===== src/rtl/uart_pkg.sv =====
// Shared UART definitions: line FSM states, frame width and default rates.
package uart_pkg;

  typedef enum logic [1:0] {
    ST_IDLE  = 2'd0,
    ST_START = 2'd1,
    ST_DATA  = 2'd2,
    ST_STOP  = 2'd3
  } uart_state_e;

  localparam int unsigned DATA_BITS     = 8;
  localparam int unsigned DEF_CLK_FREQ  = 50_000_000;
  localparam int unsigned DEF_BAUD_RATE = 9600;

endpackage


===== src/rtl/uart_tx_if.sv =====
// Byte-in / serial-out signal bundle of the UART transmitter.
interface uart_tx_if;
  import uart_pkg::*;

  logic [DATA_BITS-1:0] in_data;
  logic                 in_en;
  logic                 in_ready;
  logic                 out_data;
  logic                 out_done;

  modport master (
    output in_data, in_en,
    input  in_ready, out_data, out_done
  );

  modport slave (
    input  in_data, in_en,
    output in_ready, out_data, out_done
  );

endinterface


===== src/rtl/uart_baud_gen.sv =====
// Bit-period counter: tick_o marks the last clock of each bit, pre_tick_o the clock before.
module uart_baud_gen #(
  parameter int unsigned BIT_CYCLES = 2
) (
  input  logic clk,
  input  logic rst,
  input  logic clr_i,
  output logic tick_o,
  output logic pre_tick_o
);

  localparam int unsigned CW = (BIT_CYCLES > 1) ? $clog2(BIT_CYCLES) : 1;

  generate
    if (BIT_CYCLES < 2) begin : g_bad_rate
      $error("uart_baud_gen: BIT_CYCLES must be at least 2");
    end
  endgenerate

  logic [CW-1:0] cnt_q, cnt_d;

  assign tick_o     = (cnt_q == CW'(BIT_CYCLES - 1));
  assign pre_tick_o = (cnt_q == CW'(BIT_CYCLES - 2));

  always_comb begin
    cnt_d = cnt_q + 1'b1;
    if (clr_i || tick_o) cnt_d = '0;
  end

  always_ff @(posedge clk) begin
    if (rst) cnt_q <= '0;
    else     cnt_q <= cnt_d;
  end

endmodule


===== src/rtl/uart_tx.sv =====
// 8N1 UART transmitter with a one-deep holding register; frames go out back-to-back.
module uart_tx
  import uart_pkg::*;
#(
  parameter int unsigned CLK_FREQ  = DEF_CLK_FREQ,
  parameter int unsigned BAUD_RATE = DEF_BAUD_RATE
) (
  input  logic       clk,
  input  logic       rst,
  uart_tx_if.slave   bus
);

  localparam int unsigned BIT_CYCLES = CLK_FREQ / BAUD_RATE;

  uart_state_e          state_q;
  logic [DATA_BITS-1:0] hold_data_q, hold_data_d;
  logic                 hold_full_q, hold_full_d;
  logic [DATA_BITS-1:0] shift_q;
  logic [2:0]           bit_idx_q;
  logic                 out_data_q;
  logic                 out_done_q;
  logic                 tick, pre_tick;
  logic                 accept, load;

  assign accept = bus.in_en && !hold_full_q;
  // The holding byte moves to the shifter from IDLE, or at the end of STOP with no idle gap.
  assign load   = hold_full_q && ((state_q == ST_IDLE) || ((state_q == ST_STOP) && tick));

  uart_baud_gen #(.BIT_CYCLES(BIT_CYCLES)) u_baud (
    .clk        (clk),
    .rst        (rst),
    .clr_i      (load),
    .tick_o     (tick),
    .pre_tick_o (pre_tick)
  );

  always_comb begin
    hold_full_d = hold_full_q;
    hold_data_d = hold_data_q;
    if (load)   hold_full_d = 1'b0;
    if (accept) begin
      hold_full_d = 1'b1;
      hold_data_d = bus.in_data;
    end
  end

  always_ff @(posedge clk) begin
    if (rst) begin
      hold_full_q <= 1'b0;
      hold_data_q <= '0;
    end else begin
      hold_full_q <= hold_full_d;
      hold_data_q <= hold_data_d;
    end
  end

  always_ff @(posedge clk) begin
    if (rst) begin
      state_q    <= ST_IDLE;
      shift_q    <= '0;
      bit_idx_q  <= '0;
      out_data_q <= 1'b1;
      out_done_q <= 1'b0;
    end else begin
      // Registered one clock early so the pulse lands in the final stop-bit clock.
      out_done_q <= (state_q == ST_STOP) && pre_tick;
      if (load) begin
        shift_q    <= hold_data_q;
        bit_idx_q  <= '0;
        out_data_q <= 1'b0;
        state_q    <= ST_START;
      end else begin
        case (state_q)
          ST_IDLE: out_data_q <= 1'b1;
          ST_START: begin
            if (tick) begin
              out_data_q <= shift_q[0];
              state_q    <= ST_DATA;
            end
          end
          ST_DATA: begin
            if (tick) begin
              if (bit_idx_q == 3'(DATA_BITS - 1)) begin
                out_data_q <= 1'b1;
                state_q    <= ST_STOP;
              end else begin
                shift_q    <= shift_q >> 1;
                out_data_q <= shift_q[1];
                bit_idx_q  <= bit_idx_q + 3'd1;
              end
            end
          end
          ST_STOP: begin
            if (tick) state_q <= ST_IDLE;
          end
          default: state_q <= ST_IDLE;
        endcase
      end
    end
  end

  assign bus.in_ready = !hold_full_q;
  assign bus.out_data = out_data_q;
  assign bus.out_done = out_done_q;

endmodule


===== src/flat_wrapper.sv =====
// flat-port wrapper written by rule: the top's interface ports become plain ports
module uart_tx_flat import uart_pkg::*;
#(
  parameter int unsigned CLK_FREQ  = DEF_CLK_FREQ,
  parameter int unsigned BAUD_RATE = DEF_BAUD_RATE
)
  (clk, rst, bus_in_data, bus_in_en, bus_in_ready, bus_out_data, bus_out_done);
  uart_tx_if bus_i ();
  input  logic clk;
  input  logic rst;
  input wire logic [$bits(bus_i.in_data)-1:0] bus_in_data;
  input wire logic [$bits(bus_i.in_en)-1:0] bus_in_en;
  output wire logic [$bits(bus_i.in_ready)-1:0] bus_in_ready;
  output wire logic [$bits(bus_i.out_data)-1:0] bus_out_data;
  output wire logic [$bits(bus_i.out_done)-1:0] bus_out_done;
  assign bus_i.in_data = bus_in_data;
  assign bus_i.in_en = bus_in_en;
  assign bus_in_ready = bus_i.in_ready;
  assign bus_out_data = bus_i.out_data;
  assign bus_out_done = bus_i.out_done;
  uart_tx #(.CLK_FREQ(CLK_FREQ), .BAUD_RATE(BAUD_RATE)) u_core (.clk(clk), .rst(rst), .bus(bus_i));
endmodule

===== config.mk =====
export PLATFORM = sky130hd
export DESIGN_NAME = uart_tx_flat
export DESIGN_NICKNAME = d
export VERILOG_FILES = /design/src/rtl/uart_pkg.sv /design/src/rtl/uart_tx_if.sv /design/src/rtl/uart_baud_gen.sv /design/src/rtl/uart_tx.sv /design/src/flat_wrapper.sv
export SDC_FILE = /design/constraint.sdc
export NUM_CORES = 1
export LEC_CHECK = 0
export ABC_CLOCK_PERIOD_IN_PS = 3400
export CAP_MARGIN = 20
export CORE_ASPECT_RATIO = 1.75
export CORE_MARGIN = 5
export CORE_UTILIZATION = 45
export CTS_CLUSTER_DIAMETER = 150
export DETAILED_ROUTE_END_ITERATION = 6
export HOLD_SLACK_MARGIN = 0.15
export PLACE_DENSITY = 0.65
export SLEW_MARGIN = 20
export SYNTH_ARGS = -nofsm -noshare
export SYNTH_HDL_FRONTEND = slang
export SYNTH_HIERARCHICAL = 1
export SYNTH_SLANG_ARGS = --single-unit

===== constraint.sdc =====
create_clock -name clk -period 3.4 [get_ports clk]
set_input_delay 0.68 -clock clk [delete_from_list [all_inputs] [get_ports clk]]
set_output_delay 0.68 -clock clk [all_outputs]
set_load 0.02 [all_outputs]

==> summary.txt <==
Critical path
  • Reg2Reg Setup Slack: 1.00 ns
  • CP Launch Type: flip-flop
  • CP Cell Sequence: clkinv_1, clkdlybuf4s50_1
  • Crit path kind: flip-flop to primary output
  • CP peak stage delay: 0.62 ns
  • Critical path origin: u_core/hold_full_q$_SDFFE_PP0P_
  • Critical Path Fanout Max: 9
  • RR Startpoint: u_core/u_baud/cnt_q[6]$_SDFF_PP0_
  • CP Capture Type: primary output
  • Arr. time, crit path: 1.76 ns
  • Worst Path Required: 2.72 ns
  • CP max-delay cell: clkdlybuf4s50_1

Run
  • Maxcap violations: 0

GRT
  • Total grt overflow: 0
  • Initial antenna violation count: 0
  • First-pass GRT wire length: 6.55 mm
  • Vias in the first global route: 1482
  • Pin count of the biggest net entering global routing: 19
  • Overall Global Routing Usage: 15.5%

Routing
  • DRT Pass-1 Iters: 4
  • Final ANT Viol Nets: 0
  • Vias post-DR: 1502
  • Wire per inst: 15.8 um
  • Number of remaining DRC errors: 0
  • Vias per std cell: 5.96
  • 1st-iter DRT viols: 52
  • WL final: 3.97 mm

Layout
  • N_diodes: 0
  • Finished Layout Cells: 252
  • # nets final: 222
  • Layout cells sized above 1: 9.80%
  • Syn-to-layout area delta: 16.3%

Synth
  • Area contributors post-synth: dfxtp_1 (41%), ha_1 (5.6%), mux2i_1 (5.6%)
  • Post-synth EDFFs: 0
  • Synth Register Bits: 37
  • Asr flop ratio synth: 0%
  • Post-Synthesis Cells: 189
  • Sequential fraction of the synthesis area: 41.3%
  • Synth top area share: 41.3%
  • Mapped Area: 0.00179 mm2
  • Area leader, netlist: dfxtp_1
  • Synthesized area per cell: 9.49 um2
  • Synthesis Warnings: 6
  • Synth Flop Type: dfxtp_1
  • Mapped Nets: 208
  • Yosys cell types: 50

Timing
  • Fin crit share: 71.7%
  • RSZ-0062 raised after global routing: false
  • Fin Hold WS: 0.497 ns
  • Final worst path period need: 2.44 ns
  • Fin Clk Skew: 0.00921 ns
  • Fmax: 410 MHz
  • Slew Limit Fails: 0
  • Final setup viols: 0
  • Final hold violations: 0
  • Tightest Pin Transition: 0.860 ns
  • Relative slew slack: 42.5%
  • Total negative slack: 0 ns

Pwr
  • Pwr per Cell Area: 635 mW/mm2
  • Final Power: 1320 uW
  • Worst vdd ir: 0.321 mV
  • Total leakage power: 0.000729 uW

Min path
  • Hold Crit Start: u_core/shift_q[2]$_SDFFE_PP0P_
  • HP Class: flip-flop to flip-flop

Clock network
  • CTS Buf Count: 5
  • Clock transition at the registers of the reported paths: 0.08 ns
  • CTS tree: built
  • # clock sinks: 37
  • CTS max path bufs: 2
  • H-tree levels: 2
  • Post-cts resize count: 0
  • CTS Hold Bufs: 0
  • CTS root buffer: clkbuf_8
  • Clk_lat worst skew: 0.29 ns
  • Postcts setup bufs: 0

Floorplan
  • Core area: 0.00387 mm2
  • Rows: 30
  • Full die area: 0.00540 mm2
  • Starting density of the core: 46.4%
  • Die width: 57.7 um
  • Die Y: 93.5 um
  • IO Count: 14

Status
  • Status: finished clean

Placed design
  • Post-DP HPWL: 2.86 mm
  • PortBufs: 13
  • Placed Cells: 244
  • Final Wtd Congestion: 0.796
## through the flow
stage / utilization (%) / setup WS (ns) / cell area (um2)
CTS: 53.9 / 0.952 / 2080
global placement: 50.4 / 1.08 / 1950
detailed placement: 50.4 / 1.03 / 1950
floorplan: - / 0.976 / 1790
global route: 53.9 / 0.826 / 2080
finish: 53.9 / 0.961 / 2080
## flip-flops by register name, summed over array words and instances, names as in the netlist
register	cells
u_core/u_baud/cnt_q	13
u_core/hold_data_q	8
u_core/shift_q	8
u_core/bit_idx_q	3
u_core/state_q	2
u_core/bus.out_data	1
u_core/bus.out_done	1
u_core/hold_full_q	1
## per-layer routing
| metal | vias to the layer above | global-route usage (%) | routed length, um |
|---|---|---|---|
| met5 | - | 0 | 0 |
| met4 | 0 | 7.74 | 29 |
| met3 | 2 | 4.28 | 208 |
| met2 | 38 | 28.1 | 2150 |
| met1 | 726 | 15.5 | 1590 |
| li1 | 736 | - | - |
## layout by cell type, fill, tap and decap left out, drive strengths merged, types with 3 or more instances in the layout
cell type | netlist | final
nand4 | 4 | 4
nand3 | 5 | 5
inv | 6 | 7
or4 | 4 | 4
a311oi | 7 | 7
clkdlybuf4s50 | 0 | 13
nand2 | 20 | 20
dfxtp | 37 | 37
clkbuf | 3 | 5
nor3 | 15 | 15
nor2 | 9 | 9
o21ai | 5 | 5
mux2i | 10 | 10
or3 | 4 | 4
a211oi | 9 | 9
xnor2 | 3 | 3
a21oi | 4 | 4
o31ai | 4 | 4
ha | 8 | 8
## final cells by class
class                      count  area, um2
clock buffer                   5       68.8
clock inverter                 3       68.8
fill                         341       1780
inverter                       7       26.3
multi-input combinational    137        975
sequential                    37        741
tap                           48       60.1
timing repair buffer          15        145
## critical path, delay by kind of cell, from the launching register on
family | cells | cell delay (ns)
buffers and inverters | 2 | 0.94
DFF | 1 | 0.53
## power breakdown
part           internal, uW  total [uW]  leakage (uW)  switching, uW
clock                   295         458     0.0000687            162
sequential              486         533      0.000302           46.9
combinational           139         333      0.000359            194
## worst paths after layout
check                                           end  cells past startpoint
hold reg to reg      u_core/shift_q[1]$_SDFFE_PP0P_                      2
setup / recovery                       bus_in_ready                      2
setup reg to reg  u_core/u_baud/cnt_q[6]$_SDFF_PP0_                      7
hold / removal       u_core/shift_q[1]$_SDFFE_PP0P_                      2
## kinds of logic (layout without fill, tap and decap cells)
group,after synthesis,after routing,synth area share (%)
compound gates,42,42,17.9
xor+xnor,4,4,1.95
fa+ha+maj,8,8,5.58
buf+inv,15,30,4.33
flops,37,37,41.3
mux,10,10,5.58
simple gates,73,73,23.3
## synthesized netlist by cell type, types with 2 or more instances
cell type,instances
a211oi_1,8
a21oi_1,3
a311oi_1,7
and3b_1,2
buf_2,2
buf_6,2
clkbuf_1,3
dfxtp_1,37
ha_1,8
inv_1,6
mux2i_1,10
nand2_1,19
nand3_1,4
nand4_1,2
nand4_2,2
nand4b_1,2
nor2_1,9
nor3_1,15
o21a_1,2
o21ai_0,5
o31ai_1,4
or3_1,4
or4_1,4
xnor2_1,3
Note: power is estimated with default switching activity, not from simulation.
==> patch 1: new RTL, config.mk and constraints unchanged <==
`DEF_CLK_FREQ`: 50_000_000 -> 200_000_000.
--- a/src/rtl/uart_pkg.sv
+++ b/src/rtl/uart_pkg.sv
@@ -10,5 +10,5 @@
 
   localparam int unsigned DATA_BITS     = 8;
-  localparam int unsigned DEF_CLK_FREQ  = 50_000_000;
+  localparam int unsigned DEF_CLK_FREQ  = 200_000_000;
   localparam int unsigned DEF_BAUD_RATE = 9600;
 
Check against the original RTL: no difference found for any inputs over 10 cycles, from zero or initial values and one cycle with rst high; that may be too few to reach the edited logic, so the function may still have changed.
==> patch 1 against the unedited design <==
Global-route usage fell by 1.0 points. Wire length fell by 8.2%. Sequential cell count rose by 2. Clock power fell by 25%. Power fell by 6.3%. Via count fell by 3.4%. Final cell count rose by 6.0%. Non-clock buffer count did not move. Core utilization fell by 2.2 points. Synthesized area rose by 7.0%. Setup slack got worse by 0.24 ns. Final area rose by 3.1%.
==> patch 1: results (changes against the unedited design) <==
- GPL Wtd Cong: 0.804 (was 0.796)
- HPWL after detailed placement: 2670 um (was 2860 um)
- M1 GR Usage: 14.9% (was 15.5%)
- Post-synthesis sequential area ratio: 40.7% (was 41.3%)
- PwrDens: 578 nW/um^2 (was 635 nW/um^2)
- Fill count: 389 (was 341)
- Final Cycle Share: 78.8% (was 71.7%)
- Clock buffers: 8 (was 5)
- Status: finished, final reports clean (unchanged)
- DP Area: 2050 um^2 (was 1950 um^2)
- Final net count: 236 (was 222)
- Vias in the first global route: 1405 (was 1482)
- Final-layout clock-cell area share: 4.66% (was 6.60%)
- R2r setup slk: 0.72 ns (was 1.00 ns)
- Post-Synthesis Cell Area: 1920 um^2 (was 1790 um^2)
- Inverters: 10 (was 7)
- Crit path from: u_core/u_baud/cnt_q[7]$_SDFF_PP0_ (was u_core/hold_full_q$_SDFFE_PP0P_)
- Metal2 WL: 1970 um (was 2150 um)
- Routed WL per cell: 13.7 um (was 15.8 um)
- First-pass GRT wire length: 6210 um (was 6550 um)
- Final hold slack: 0.492 ns (was 0.497 ns)
- Worst setup path endpoint: u_core/u_baud/cnt_q[5]$_SDFF_PP0_ (was bus_in_ready)
- Fraction of area in multi-input gates: 47.6% (was 46.8%)
- Area Overhead vs Synth: 12.0% (was 16.3%)
- Clock skew: 0.00841 ns (was 0.00921 ns)
- Post-Layout Cell Count: 267 (was 252)
- Comb_multi_in: 146 (was 137)
- Via/cell ratio: 5.43 (was 5.96)
- M2 GR Usage: 25.6% (was 28.1%)
- Clock group total power: 0.342 mW (was 0.458 mW)
- Leak: 0.745 nW (was 0.729 nW)
- Top cells by area, synth: dfxtp_1 (41%), xnor2_1 (5.5%), ha_1 (5.2%) (was dfxtp_1 (41%), ha_1 (5.6%), mux2i_1 (5.6%))
[patch 1: cell types whose count changed in the layout (fill, tap and decap cells not counted), moves of 4 or more]
cell      change
o31ai_1       -4
nor2_1        +9
xnor2_1       +9
o21ai_0       -4
nor2_4        +8
a211oi_1      -7
or4_1         -4
[patch 1: cells by family (layout without fill, tap and decap cells)]
| family | count (synthesis) | in the layout | share of synthesized area [%] |
|---|---|---|---|
| XOR/XNOR | 14 | 14 | 6.39 |
| AND/OR/NAND/NOR | 88 | 88 | 25.8 |
| flip-flops | 39 | 39 | 40.7 |
| buffers and inverters | 19 | 33 | 5.94 |
| multiplexers | 10 | 10 | 5.22 |
| AO/OA/AOI/OAI | 26 | 26 | 10.8 |
| adder cells (fa/ha/maj) | 8 | 8 | 5.22 |
[patch 1: critical path: cells and delay by family, from the launching register on]
kind,cells,cell delay [ns]
AOI/OAI and AO/OA,1,0.20
DFF,1,0.34
buffers and inverters,1,0.15
and+or+nand+nor,5,1.82
==> patch 2: new RTL, config.mk and constraints unchanged <==
Without the edit above. Make the reset (`rst`) asynchronous in 3 clocked blocks.
--- a/src/rtl/uart_baud_gen.sv
+++ b/src/rtl/uart_baud_gen.sv
@@ -28,5 +28,5 @@
   end
 
-  always_ff @(posedge clk) begin
+  always_ff @(posedge clk or posedge rst) begin
     if (rst) cnt_q <= '0;
     else     cnt_q <= cnt_d;
--- a/src/rtl/uart_tx.sv
+++ b/src/rtl/uart_tx.sv
@@ -45,5 +45,5 @@
   end
 
-  always_ff @(posedge clk) begin
+  always_ff @(posedge clk or posedge rst) begin
     if (rst) begin
       hold_full_q <= 1'b0;
@@ -55,5 +55,5 @@
   end
 
-  always_ff @(posedge clk) begin
+  always_ff @(posedge clk or posedge rst) begin
     if (rst) begin
       state_q    <= ST_IDLE;
Behaviour: differs if rst is asserted again (counterexample within 4 cycles, from zero or initial values and one cycle with rst high); with rst held inactive, the same outputs for 10 cycles.
==> patch 2 against the unedited design <==
Largest cell class is now registers. Sequential cell count is the same. Synthesized area grew 3.4%. First-iteration DRC count shrank 46%. Wire length shrank 5.4%. Final cell count shrank 6.0%. Highest routed layer unchanged. Critical path type is now reg -> reg. Power grew 25%. Register-to-register slack lost 0.33 ns. Combinational power grew 62%. Global-route usage grew 0.054 points. Final area grew 3.0%. Non-clock buffer count shrank 1. Fmax shrank 11%. Setup slack lost 0.29 ns.
==> patch 2: results (changes against the unedited design) <==
- Status: finished, final reports clean (unchanged)
- Slew HR: 41.7% (was 42.5%)
- Routed WL per cell: 15.9 um (was 15.8 um)
- Via/cell ratio: 5.80 (was 5.96)
- Top Family by Delay on Critical Path: simple AND/OR/NAND/NOR gates (was buffers and inverters)
- Number of port buffers: 13 (unchanged)
- Leak: 0.988 nW (was 0.729 nW)
- Post-cts sizing count: 0 (unchanged)
- Fraction of registers with async set/reset: 100% (was 0%)
- R2r setup slk: 0.67 ns (was 1.00 ns)
- Gr usage total: 15.5% (about the same)
- Syn avg cell area: 10.8 um^2 (was 9.49 um^2)
- Largest net degree at the start of global routing: 25 (was 19)
- Maximum vdd drop: 379 uV (was 321 uV)
- Crit Path Max Fanout: 13 (was 9)
- Clock skew: 0.00869 ns (was 0.00921 ns)
- GPL Wtd Cong: 0.815 (was 0.796)
- HP Start: u_core/bus.out_data$_DFFE_PP1P_ (was u_core/shift_q[2]$_SDFFE_PP0P_)
- Placed cell count: 229 (was 244)
- First-pass GRT wire length: 6440 um (was 6550 um)
- Slowest stage delay, CP: 0.49 ns (was 0.62 ns)
- Layout cell share with drive strength beyond 1: 13.8% (was 9.80%)
- Final hold slack: 0.488 ns (was 0.497 ns)
- Post-synth top cells: dfrtp_1 (36), o21ai_0 (14), nand3_1 (11), nor2_1 (11) (was dfxtp_1 (37), nand2_1 (19), nor3_1 (15))
- Vias in the first global route: 1386 (was 1482)
- Fill count: 377 (was 341)
- Final net count: 207 (was 222)
- Worst R2R End: u_core/u_baud/cnt_q[4]$_DFF_PP0_ (was u_core/u_baud/cnt_q[6]$_SDFF_PP0_)
- Mapped Nets: 191 (was 208)
- HPWL after detailed placement: 2850 um (was 2860 um)
- CTS buffer count: 5 (unchanged)
- Hold Path Sink: u_core/bus.out_data$_DFFE_PP1P_ (was u_core/shift_q[1]$_SDFFE_PP0P_)
- Worst EP arrival: 2.89 ns (was 1.76 ns)
- FF-to-FF path depth: 8 (was 7)
- Post-synthesis sequential area ratio: 50.0% (was 41.3%)
- Hold depth: 2 (unchanged)
- Post-Layout Cell Count: 237 (was 252)
- Top cells by area, synth: dfrtp_1 (49%), ha_1 (6.1%), mux2_2 (6.1%) (was dfxtp_1 (41%), ha_1 (5.6%), mux2i_1 (5.6%))
- CP max stage cell: nor3_1 (was clkdlybuf4s50_1)
[patch 2: cell type report]
type,instances,share of cell area [%]
Clock buffer,7,4.02
Timing Repair Buffer,14,6.41
Multi-Input combinational cell,119,40.4
Sequential cell,37,43.2
Clock inverter,1,1.40
Inverter,10,1.75
Tap cell,49,2.86
[patch 2: worst max-delay path by stage]
stage                                          start                          endpoint  depth (start not counted)
floorplan           u_core/u_baud/cnt_q[7]$_DFF_PP0_  u_core/u_baud/cnt_q[2]$_DFF_PP0_                         10
global placement    u_core/u_baud/cnt_q[7]$_DFF_PP0_  u_core/u_baud/cnt_q[4]$_DFF_PP0_                          8
detailed placement  u_core/u_baud/cnt_q[7]$_DFF_PP0_  u_core/u_baud/cnt_q[4]$_DFF_PP0_                          8
CTS                 u_core/u_baud/cnt_q[7]$_DFF_PP0_  u_core/u_baud/cnt_q[4]$_DFF_PP0_                          8
global route        u_core/u_baud/cnt_q[8]$_DFF_PP0_  u_core/u_baud/cnt_q[6]$_DFF_PP0_                          8
finish              u_core/u_baud/cnt_q[8]$_DFF_PP0_  u_core/u_baud/cnt_q[4]$_DFF_PP0_                          8
[patch 2: cell families (layout without fill, tap and decap cells)]
family,count (synthesis),in the layout,share of synthesized area [%]
xor gates and xnor gates,4,4,1.89
adders and majority gates,9,9,6.07
muxes,18,18,10.4
AOI/OAI and AO/OA,34,34,11.5
buffers and inverters,15,32,3.24
and+or+nand+nor,54,54,16.9
DFF,37,37,50.0
[patch 2: power breakdown]
part / internal [mW] / total [mW] / switching (mW)
combinational: 0.252 / 0.539 / 0.287
clock: 0.239 / 0.389 / 0.150
sequential: 0.594 / 0.726 / 0.132
[patch 2: stage by stage]
stage          util [%]  power, mW  area (um^2)  setup WS (ns)
2_1_floorplan         -       1.11         1850           1.07
3_3_place_gp       49.9       1.25         2030          0.835
3_5_place_dp       49.9       1.28         2030          0.716
4_1_cts            52.7       1.68         2150          0.660
5_1_grt            52.7       1.77         2150          0.429
6_report           52.7       1.65         2150          0.673
[patch 2: per-layer routing]
layer,GRT usage [%],vias up,part of all wire (%)
li1,-,648,-
met1,15.2,693,37
met2,28.9,27,58
met3,3.83,6,3.2
met4,7.93,0,2.2
met5,0,-,0
[patch 2: worst register-to-register path: stages (launching register included)]
cell	delay, ns
dfrtp_1	0.45
nor4b_1	0.37
nand2_1	0.12
nor3_1	0.49
a21o_2	0.31
nand2_1	0.14
inv_1	0.31
a41o_2	0.32
nor2_1	0.10
